===== src/rtl/ctr_sched_pkg.sv =====
// ctr_sched_pkg: shared types and helpers for the counter scheduler.
//   mode_e  - per-job counting mode encoding (reserved code runs as mod-up)
//   state_e - scheduler FSM states
//   rr_pick - round-robin selection of the first request at/after a pointer
package ctr_sched_pkg;

    localparam int MAXREQ = 8;

    typedef enum logic [1:0] {
        MODE_UP   = 2'd0,
        MODE_DOWN = 2'd1,
        MODE_TRI  = 2'd2,
        MODE_RSVD = 2'd3
    } mode_e;

    typedef enum logic [1:0] {
        IDLE = 2'd0,
        LOAD = 2'd1,
        RUN  = 2'd2,
        DONE = 2'd3
    } state_e;

    // Scans nreq slots starting at ptr, wrapping; returns the first set index.
    // Result is meaningless when no request is set; callers gate on |req.
    function automatic logic [2:0] rr_pick(input logic [MAXREQ-1:0] req,
                                           input logic [2:0] ptr,
                                           input int nreq);
        logic [2:0] pick;
        logic       found;
        int         idx;
        pick  = '0;
        found = 1'b0;
        for (int i = 0; i < MAXREQ; i++) begin
            idx = (int'(ptr) + i) % nreq;
            if (!found && (i < nreq) && req[idx]) begin
                pick  = 3'(idx);
                found = 1'b1;
            end
        end
        return pick;
    endfunction

endpackage


===== src/rtl/ctr_sched_if.sv =====
// ctr_sched_if: bundle between counter clients and the scheduler.
//   master - client side: drives req/mode/limit/len, observes grant and counter
//   slave  - scheduler side
//   req   [NREQ]      level job request per client
//   mode  [2*NREQ]    per-client mode, limit [CW*NREQ], len [LW*NREQ]
//   gnt   [NREQ]      one-hot grant, owner [IDW], busy, count [CW]
//   done  [NREQ]      one-cycle completion pulse
//   abort             one-cycle abort pulse (only with CTR_SCHED_ABORT_EN)
interface ctr_sched_if #(
    parameter int NREQ = 4,
    parameter int CW   = 3,
    parameter int LW   = 8,
    parameter int IDW  = 2
);
    logic [NREQ-1:0]    req;
    logic [2*NREQ-1:0]  mode;
    logic [CW*NREQ-1:0] limit;
    logic [LW*NREQ-1:0] len;
    logic [NREQ-1:0]    gnt;
    logic [IDW-1:0]     owner;
    logic               busy;
    logic [CW-1:0]      count;
    logic [NREQ-1:0]    done;
`ifdef CTR_SCHED_ABORT_EN
    logic               abort;
`endif

    modport master (
        output req, mode, limit, len,
`ifdef CTR_SCHED_ABORT_EN
        input  abort,
`endif
        input  gnt, owner, busy, count, done
    );

    modport slave (
        input  req, mode, limit, len,
`ifdef CTR_SCHED_ABORT_EN
        output abort,
`endif
        output gnt, owner, busy, count, done
    );
endinterface


===== src/rtl/ctr_core.sv =====
// ctr_core: the single shared counter datapath.
//   clk, rst (async, active-high)
//   load  - clear count to 0 and set direction to up
//   en    - advance count one step according to mode/limit
//   mode  - MODE_UP / MODE_DOWN / MODE_TRI (reserved runs as MODE_UP)
//   limit - terminal / maximum value
//   count - current counter value
// Direction for triangle mode is kept internally.
module ctr_core
    import ctr_sched_pkg::*;
#(
    parameter int CW = 3
) (
    input  logic          clk,
    input  logic          rst,
    input  logic          load,
    input  logic          en,
    input  mode_e         mode,
    input  logic [CW-1:0] limit,
    output logic [CW-1:0] count
);

    logic          down_q;
    logic          down_nxt;
    logic [CW-1:0] count_nxt;

    always_comb begin
        count_nxt = count;
        down_nxt  = down_q;
        case (mode)
            MODE_DOWN: count_nxt = (count == '0) ? limit : count - 1'b1;
            MODE_TRI: begin
                if (limit == '0) begin
                    count_nxt = '0;
                end else if (!down_q) begin
                    if (count >= limit) begin
                        count_nxt = count - 1'b1;
                        down_nxt  = 1'b1;
                    end else begin
                        count_nxt = count + 1'b1;
                    end
                end else begin
                    if (count == '0) begin
                        count_nxt = count + 1'b1;
                        down_nxt  = 1'b0;
                    end else begin
                        count_nxt = count - 1'b1;
                    end
                end
            end
            // Mod-up and the reserved code; limit at all-ones wraps naturally.
            default: count_nxt = (count >= limit) ? '0 : count + 1'b1;
        endcase
    end

    always_ff @(posedge clk or posedge rst) begin
        if (rst) begin
            count  <= '0;
            down_q <= 1'b0;
        end else if (load) begin
            count  <= '0;
            down_q <= 1'b0;
        end else if (en) begin
            count  <= count_nxt;
            down_q <= down_nxt;
        end
    end

endmodule


===== src/rtl/ctr_sched.sv =====
// ctr_sched: round-robin scheduler sharing one counter among NREQ clients.
//   clk, rst (async, active-high)
//   bus (ctr_sched_if.slave): req/mode/limit/len in; gnt/owner/busy/count/done out
// Optional: CTR_SCHED_ABORT_EN - dropping req[owner] during RUN ends the job
// early with an abort pulse instead of done.
//
// state | meaning
// IDLE  | waiting; picks a winner and latches its job config
// LOAD  | clears counter, loads tick counter from latched length
// RUN   | counter advances once per cycle, grant held
// DONE  | completion pulse, pointer moves past the owner
module ctr_sched
    import ctr_sched_pkg::*;
#(
    parameter int NREQ = 4,
    parameter int CW   = 3,
    parameter int LW   = 8,
    parameter int IDW  = 2
) (
    input logic        clk,
    input logic        rst,
    ctr_sched_if.slave bus
);

    state_e            state;
    state_e            state_nxt;
    logic [IDW-1:0]    owner_q;
    logic [IDW-1:0]    ptr_q;
    logic [IDW-1:0]    pick;
    logic [MAXREQ-1:0] req_ext;
    logic [1:0]        pick_mode;
    logic [CW-1:0]     pick_limit;
    logic [LW-1:0]     pick_len;
    mode_e             job_mode;
    logic [CW-1:0]     job_limit;
    logic [LW-1:0]     job_len;
    logic [LW-1:0]     tick_q;
    logic [NREQ-1:0]   owner_1h;
    logic              last_tick;
`ifdef CTR_SCHED_ABORT_EN
    logic              abort_q;
`endif

    assign last_tick = (tick_q == LW'(1));
    assign owner_1h  = NREQ'(1) << owner_q;

    always_comb begin
        req_ext = '0;
        req_ext[NREQ-1:0] = bus.req;
        pick = IDW'(rr_pick(req_ext, 3'(ptr_q), NREQ));
        pick_mode  = '0;
        pick_limit = '0;
        pick_len   = '0;
        for (int i = 0; i < NREQ; i++) begin
            if (IDW'(i) == pick) begin
                pick_mode  = bus.mode[2*i +: 2];
                pick_limit = bus.limit[CW*i +: CW];
                pick_len   = bus.len[LW*i +: LW];
            end
        end
    end

    always_ff @(posedge clk or posedge rst) begin
        if (rst) begin
            state <= IDLE;
        end else begin
            state <= state_nxt;
        end
    end

    always_comb begin
        state_nxt = state;
        bus.gnt   = '0;
        bus.busy  = 1'b0;
        bus.done  = '0;
        bus.owner = owner_q;
`ifdef CTR_SCHED_ABORT_EN
        bus.abort = 1'b0;
`endif
        case (state)
            IDLE: if (|bus.req) state_nxt = LOAD;
            LOAD: state_nxt = RUN;
            RUN: begin
                bus.gnt  = owner_1h;
                bus.busy = 1'b1;
                if (last_tick) begin
                    state_nxt = DONE;
                end
`ifdef CTR_SCHED_ABORT_EN
                else if (!bus.req[owner_q]) begin
                    state_nxt = DONE;
                end
`endif
            end
            DONE: begin
                state_nxt = IDLE;
`ifdef CTR_SCHED_ABORT_EN
                if (abort_q) bus.abort = 1'b1;
                else         bus.done  = owner_1h;
`else
                bus.done = owner_1h;
`endif
            end
            default: state_nxt = IDLE;
        endcase
    end

    always_ff @(posedge clk or posedge rst) begin
        if (rst) begin
            owner_q   <= '0;
            ptr_q     <= '0;
            job_mode  <= MODE_UP;
            job_limit <= '0;
            job_len   <= '0;
            tick_q    <= '0;
`ifdef CTR_SCHED_ABORT_EN
            abort_q   <= 1'b0;
`endif
        end else begin
            case (state)
                IDLE: begin
                    if (|bus.req) begin
                        owner_q   <= pick;
                        job_mode  <= mode_e'(pick_mode);
                        job_limit <= pick_limit;
                        job_len   <= pick_len;
                    end
                end
                LOAD: begin
                    tick_q <= (job_len == '0) ? LW'(1) : job_len;
`ifdef CTR_SCHED_ABORT_EN
                    abort_q <= 1'b0;
`endif
                end
                RUN: begin
                    tick_q <= tick_q - 1'b1;
`ifdef CTR_SCHED_ABORT_EN
                    // A job finishing on this very cycle counts as completed.
                    if (!last_tick && !bus.req[owner_q]) abort_q <= 1'b1;
`endif
                end
                DONE: begin
                    ptr_q <= (owner_q == IDW'(NREQ-1)) ? '0 : owner_q + 1'b1;
                end
                default: ;
            endcase
        end
    end

    ctr_core #(.CW(CW)) u_core (
        .clk   (clk),
        .rst   (rst),
        .load  (state == LOAD),
        .en    (state == RUN),
        .mode  (job_mode),
        .limit (job_limit),
        .count (bus.count)
    );

endmodule


===== src/flat_wrapper.sv =====
// flat-port wrapper written by rule: the top's interface ports become plain ports
module ctr_sched_flat import ctr_sched_pkg::*;
#(
    parameter int NREQ = 4,
    parameter int CW   = 3,
    parameter int LW   = 8,
    parameter int IDW  = 2
)
  (clk, rst, bus_req, bus_mode, bus_limit, bus_len, bus_gnt, bus_owner, bus_busy, bus_count, bus_done);
  ctr_sched_if #(.NREQ(NREQ), .CW(CW), .LW(LW), .IDW(IDW)) bus_i ();
  input logic clk;
  input logic rst;
  input wire logic [$bits(bus_i.req)-1:0] bus_req;
  input wire logic [$bits(bus_i.mode)-1:0] bus_mode;
  input wire logic [$bits(bus_i.limit)-1:0] bus_limit;
  input wire logic [$bits(bus_i.len)-1:0] bus_len;
  output wire logic [$bits(bus_i.gnt)-1:0] bus_gnt;
  output wire logic [$bits(bus_i.owner)-1:0] bus_owner;
  output wire logic [$bits(bus_i.busy)-1:0] bus_busy;
  output wire logic [$bits(bus_i.count)-1:0] bus_count;
  output wire logic [$bits(bus_i.done)-1:0] bus_done;
  assign bus_i.req = bus_req;
  assign bus_i.mode = bus_mode;
  assign bus_i.limit = bus_limit;
  assign bus_i.len = bus_len;
  assign bus_gnt = bus_i.gnt;
  assign bus_owner = bus_i.owner;
  assign bus_busy = bus_i.busy;
  assign bus_count = bus_i.count;
  assign bus_done = bus_i.done;
  ctr_sched #(.NREQ(NREQ), .CW(CW), .LW(LW), .IDW(IDW)) u_core (.clk(clk), .rst(rst), .bus(bus_i));
endmodule

===== config.mk =====
export PLATFORM = sky130hd
export DESIGN_NAME = ctr_sched_flat
export DESIGN_NICKNAME = d
export VERILOG_FILES = /design/src/rtl/ctr_sched_pkg.sv /design/src/rtl/ctr_sched_if.sv /design/src/rtl/ctr_core.sv /design/src/rtl/ctr_sched.sv /design/src/flat_wrapper.sv
export SDC_FILE = /design/constraint.sdc
export NUM_CORES = 1
export LEC_CHECK = 0
export BUFFER_PORTS_ARGS = -buffer_cell sky130_fd_sc_hd__buf_2
export CORE_UTILIZATION = 36
export DETAILED_ROUTE_END_ITERATION = 6
export SYNTH_ARGS = -nofsm -noshare
export SYNTH_HDL_FRONTEND = slang
export SYNTH_HIERARCHICAL = 1
export SYNTH_SLANG_ARGS = --single-unit

===== constraint.sdc =====
create_clock -name clk -period 1.95 [get_ports clk]
set_clock_uncertainty 0.05 [all_clocks]
set_input_delay 0.39 -clock clk [delete_from_list [all_inputs] [get_ports clk]]
set_output_delay 0.39 -clock clk [all_outputs]
set_load 0.02 [all_outputs]

# After elaboration in Yosys (flattened, before gate mapping)
# Cells that the tools add are included.
dict set report word_totals {
  regBits 31
  in_bits 58
  output_inout_bits 14
  elab_cells 113
}
dict set report op_classes {
  n_addsub 7
  n_lt_le_gt_ge 5
  n_eq_ne 13
  shifts 1
  n_mux 55
  bitwise 3
  n_reduce_logical 20
}
# cell count
set op_table {}
lappend op_table {{8-bit two-way mux} 5}
lappend op_table {{3-bit two-way mux} 12}
lappend op_table {{2-bit two-way mux} 11}
lappend op_table {{1-bit two-way mux} 18}
lappend op_table {{8-bit one-hot mux with 2 select lines} 1}
lappend op_table {{3-bit by 5-bit less-than comparator with 1-bit output, second input constant} 3}
lappend op_table {{1-bit binary-select mux with 3-bit select} 3}
lappend op_table {{2-bit == test, second input constant} 4}
lappend op_table {{8-bit by 1-bit == test with 1-bit output, second input constant} 1}
lappend op_table {{8-bit zero test} 1}
lappend op_table {{4-bit two-way mux} 2}
lappend op_table {{2-bit one-hot mux with 4 select lines} 1}
lappend op_table {{8-bit by 1-bit subtractor with 8-bit output, second input constant} 1}
lappend op_table {{3-bit zero test} 2}
lappend op_table {{3-bit one-hot mux with 2 select lines} 1}
lappend op_table {{2-bit OR reduction} 3}
lappend op_table {{2-bit by 1-bit adder with 2-bit output, second input constant} 2}
lappend op_table {{2-bit adder, second input constant} 2}
lappend op_table {{2-bit by 1-bit == test with 1-bit output, second input constant} 2}
lappend op_table {{2-bit == test, first input constant} 2}
lappend op_table {{2-bit zero test} 2}
lappend op_table {{2-bit by 4-bit less-than comparator with 1-bit output, second input constant} 1}
lappend op_table {{2-bit by 1-bit inequality test with 1-bit output, second input constant} 2}
lappend op_table {{2-bit AND reduction} 2}
lappend op_table {{other kinds (13)} 20}

# Logic depth before layout (Yosys ltp)
dict set report depth {
  depth_word 19
  depth_mapped 7
  ltp_nobuf 7
}

# Hierarchy
# Netlist, hierarchy kept.
# mod instances cells_per_inst area_per_inst_um2
set by_module_without_submodules {}
lappend by_module_without_submodules {ctr_sched 1 210 1919.3}
lappend by_module_without_submodules {ctr_core 1 71 556.8}

# Least setup slack after synthesis
# Ideal clock, no wire load.
dict set report synth_timing {
  path_kind {reg-to-output}
  startpoint {register u_core.state[0]}
  endpoint {output port bus_gnt[0]}
  arrival_ps 1681
  required_ps 1510
  slack_ps -171
  stages_incl_launch_ff 6
  n_path_buf 2
  cell_sequence {dfrtp_1 > inv_1 > ha_1 > clkbuf_1 > clkbuf_1 > and2_1}
}
dict set report synth_via {
  elab_chain_cells 2
}
# element line_no
set synth_rtl {}
lappend synth_rtl {{start, declared} ctr_sched.sv:25} ;# state_e state;
lappend synth_rtl {{start signal, assigned} ctr_sched.sv:67} ;# state <= state_nxt;
lappend synth_rtl {{2-bit == test} ctr_sched.sv:80} ;# case (state)
lappend synth_rtl {{4-bit two-way mux} ctr_sched.sv:80}
lappend synth_rtl {{end, declared} flat_wrapper.sv:17} ;# output wire logic [$bits(bus_i.gnt)-1:0] bus_gnt;
# Every way passes these cells.

# Worst setup path after layout
dict set report layout_timing {
  startpoint {register u_core.ptr_q[1]}
  endpoint {register u_core.job_limit[1]}
}
dict set report layout_via {
  elab_chain_cells 19
}
# element line_no
set layout_rtl {}
lappend layout_rtl {{start, declared} ctr_sched.sv:28} ;# logic [IDW-1:0] ptr_q;
lappend layout_rtl {{start signal, assigned} ctr_sched.sv:143} ;# ptr_q <= (owner_q == IDW'(NREQ-1)) ? '0 : owner_q + 1'b1;
lappend layout_rtl {{2-bit by 1-bit adder with 2-bit output} ctr_sched_pkg.sv:34} ;# idx = (int'(ptr) + i) % nreq;
lappend layout_rtl {{2-bit OR reduction (no line)} -}
lappend layout_rtl {{1-bit bitwise AND (no line)} -}
lappend layout_rtl {{1-bit binary-select mux with 3-bit select} ctr_sched_pkg.sv:35} ;# if (!found && (i < nreq) && req[idx]) begin
lappend layout_rtl {{1-bit two-way mux (implied by the code) (2 in a row)} ctr_sched_pkg.sv:35}
lappend layout_rtl {{1-bit logical AND} ctr_sched_pkg.sv:35}
lappend layout_rtl {{1-bit two-way mux} ctr_sched_pkg.sv:35}
lappend layout_rtl {{1-bit zero test} ctr_sched_pkg.sv:35}
lappend layout_rtl {{1-bit logical AND} ctr_sched_pkg.sv:35}
lappend layout_rtl {{1-bit two-way mux} ctr_sched_pkg.sv:35}
lappend layout_rtl {{1-bit zero test} ctr_sched_pkg.sv:35}
lappend layout_rtl {{1-bit logical AND} ctr_sched_pkg.sv:35}
lappend layout_rtl {{2-bit two-way mux *} ctr_sched_pkg.sv:35}
lappend layout_rtl {{2-bit zero test} ctr_sched.sv:55} ;# if (IDW'(i) == pick) begin
lappend layout_rtl {{3-bit two-way mux (3 in a row)} ctr_sched.sv:55}
lappend layout_rtl {{3-bit two-way mux *} ctr_sched.sv:55}
lappend layout_rtl {{end signal, assigned} ctr_sched.sv:125} ;# job_limit <= pick_limit;
lappend layout_rtl {{end, declared} ctr_sched.sv:35} ;# logic [CW-1:0] job_limit;
# Every way passes the cells marked *; elsewhere a longest branch is shown, timed or not. The select of a mux whose other input is x is not followed.
# A chain may end at the register's enable or synchronous reset.

==> run_results.csv <==
group,metric,value,unit
cells_and_area,syn_to_final_growth,26.9,%
detailed_routing,vias,2325,
synthesis,ys.flop_type,"dfrtp_1",
cells_and_area,multi_input_area,1560,µm²
setup_path,slowest_stage,"dfrtp_1",
synthesis,ys_top_cells_by_area,"dfrtp_1 (31%), ha_1 (9.6%), mux2i_1 (6.1%)",
timing,hold_violations,0,
detailed_routing,dr.pass1.iters,6,
placement,gp_congestion,0.875,
die,coreArea,6490,µm²
synthesis,synthXorXnorAreaFrac,0.707,%
die,start_util,38.1,%
setup_path,crit_fanout,27,
power,power_density,1550,nW/µm²
synthesis,seq_area_frac_synth,31.3,%
global_route,grt_pass1_wl,10700,µm
synthesis,ys_types,48,
cts,htreeDepth,2,
synthesis,synthMuxAreaShare,6.52,%
setup_path,critPathTopFamily,"simple AND/OR/NAND/NOR gates",
synthesis,yosysTopAreaCellShare,31.3,%
die,die_w,84.9,µm
cts,cts_buffers,5,
cells_and_area,diodes,0,
cts,clock_tree.root_cell,"clkbuf_8",
timing,tns,0,ns
setup_path,path_buf_inv,1,
die,ios,72,
timing,max_freq,0.529,GHz
setup_path,crit_arrival,1.99,ns
setup_path,path_cells,"mux2i_1 -> nor2_1 -> or3_1 -> buf_12 -> a221oi_1 -> a211oi_1",
synthesis,synth_top_family_by_area,"compound AO/OA/AOI/OAI gates",
timing,grt_setup_unrepaired,"true",
detailed_routing,wirelength,6200,µm
synthesis,synth-adder-area-share,9.60,%
cts,clockBufferDepth,2,
cells_and_area,drive_above_1_share,31.4,%
global_route,grt_max_degree,28,
synthesis,mappedNetlistNets,358,
setup_path,worstSetupStartpoint,"u_core/ptr_q[1]",
cts,cts_num_sinks,31,
global_route,antenna_found_initial,0,
global_route,grt_pass1_vias,2309,
cells_and_area,nFillCells,622,
cts,path_clk_slew,0.07,ns
run_status,violations,"DRC",
synthesis,synth_compound_area_share,23.9,%
cells_and_area,fin_util,48.4,%
synthesis,ys_ff_latch,31,
timing,hold_slack,0.388,ns
detailed_routing,viasPerCell,5.25,
timing,worst-slew-pin-transition,0.699,ns
global_route,overflow,0,
cts,clock_latency,0.28,ns
timing,setup_viol,0,
timing,max_slew_margin,53.3,%
detailed_routing,drt_iter0_drc,65,
synthesis,postSynthAreaPerCell,8.81,µm²
synthesis,yosysTopAreaCell,"dfrtp_1",
hold_path,min_path_type,"primary input to flop",
setup_path,critical_path_class,"flop to flop",
cells_and_area,ff_latch_area,776,µm²
die,die_h,84.9,µm
job,cap_violations,0,
synthesis,yosys.area_share.simple,21.5,%
setup_path,required,2.05,ns
synthesis,yosysWarnings,6,
global_route,grt_use_total,18.7,%
die,die_area,7210,µm²
synthesis,synthTopCellsByCount,"dfrtp_1 (31), and2_1 (22), nand2_1 (22), nor2_1 (22), a21oi_1 (20)",
cells_and_area,nets,442,
synthesis,synth-edff-count,0,
placement,port_buffers,71,
synthesis,synth_cells,281,
synthesis,syn_area,2480,µm²
placement,dp_hpwl,4900,µm
synthesis,synth_most_common_cell,"dfrtp_1",
cts,cts_tree,"built",
timing,period_share,96.9,%
power,finalPower,4.86,mW
timing,finalCriticalPeriod,1.89,ns
power,peakVddDrop,0.888,mV
setup_path,end_kind,"flop",
setup_path,regToRegStartpoint,"u_core/ptr_q[1]",
placement,postPlaceCellArea,2970,µm²
detailed_routing,routedWlPerCell,14.0,µm
synthesis,async_flop_share,100,%
detailed_routing,drc,1,
run_status,status,"finished, violations left",
timing,drv_slew,0,
hold_path,min_from,"bus_len[25]",
power,p_leak,1.50,nW
detailed_routing,final_antenna_net_count,0,
setup_path,cp-start-kind,"flop",
die,rows,29,
setup_path,slowest_delay,0.39,ns
cells_and_area,final_cell_area,3140,µm²
final timing paths:
| check | cells after the start | end | slack (ns) |
|---|---|---|---|
| max | 6 | u_core/job_limit[1] | 0.06 |
| min | 3 | u_core/job_len[1] | 0.39 |
| max reg2reg | 6 | u_core/job_limit[1] | 0.06 |
| min reg2reg | 2 | u_core/job_len[0] | 0.52 |
| max in group asynchronous | 4 | u_core/job_mode[0] | 0.90 |
| min in group asynchronous | 3 | u_core/u_core/down_q | 0.48 |
state kept, by name (all words and copies together) (netlist names):
signal	count
u_core/state	2
u_core/ptr_q	2
u_core/u_core/count	3
u_core/job_limit	3
u_core/job_mode	2
u_core/job_len	8
u_core/bus.owner	2
u_core/u_core/down_q	1
u_core/tick_q	8
layout make-up:
class | instances | share of cell area (%)
clock buffers | 6 | 2.63
clock inverters | 2 | 1.11
inverters | 17 | 2.03
multi-input cells | 218 | 49.7
flip-flops and latches | 31 | 24.7
well taps | 77 | 3.07
repair buffers | 92 | 16.8
routing by layer:
metal,up-vias,share of wire (%),global-route usage [%]
li1,1188,-,-
met1,1069,49,24.5
met2,64,46,30.7
met3,4,4.4,4.96
met4,0,0.71,4.78
met5,-,0,0
kinds of logic after synthesis:
logic type | count (synthesis)
XOR/XNOR | 2
multiplexers | 16
buffers and inverters | 32
adder cells (fa/ha/maj) | 19
AO/OA/AOI/OAI | 79
AND/OR/NAND/NOR | 102
flip-flops | 31
worst reg2reg max path, stage by stage (launching register included):
cell,delay [ns]
dfrtp_1,0.39
mux2i_1,0.21
nor2_1,0.08
or3_1,0.39
buf_12,0.20
a221oi_1,0.34
a211oi_1,0.09
power by group:
group	total (mW)	leakage (nW)	switching, mW	internal, mW
registers	1.27	0.359	0.298	0.972
clock network	0.662	0.0612	0.249	0.413
logic	2.93	1.08	1.65	1.28
cell usage in the layout, fill, tap and decap left out, types with 2 or more instances in the layout:
master	instances
nor2b_1	4
xor2_1	2
a221oi_1	8
nand2_1	22
nor4_1	3
buf_2	71
mux2i_1	15
and2_1	22
a211oi_1	13
nand3_1	6
dfrtp_1	31
a21o_1	2
nor2_1	21
o311ai_0	2
nor3_1	3
a21oi_1	20
o21ai_0	11
a31o_1	2
nand4_1	4
o211ai_1	2
inv_1	17
o22ai_1	3
buf_4	19
clkbuf_8	6
or4_1	2
nand2b_1	7
a221oi_2	6
ha_1	18
per-stage QoR:
stage | worst slack (ns) | cells
2_1_floorplan | 0.00272 | 281
5_1_grt | -0.0610 | 443
3_3_place_gp | -0.198 | 431
3_5_place_dp | -0.243 | 431
4_1_cts | 0.0313 | 440
6_report | 0.0611 | 443
what timing repair did:
action,4_1_cts,5_1_grt
buffers inserted,0,3
gates cloned,0,0
hold buffers,1,0
setup endpoints to repair,17,10
endpoints found under the hold margin,4,0
pin swaps,0,2
gates resized for setup,2,1
Note: power is estimated with default switching activity, not from simulation.
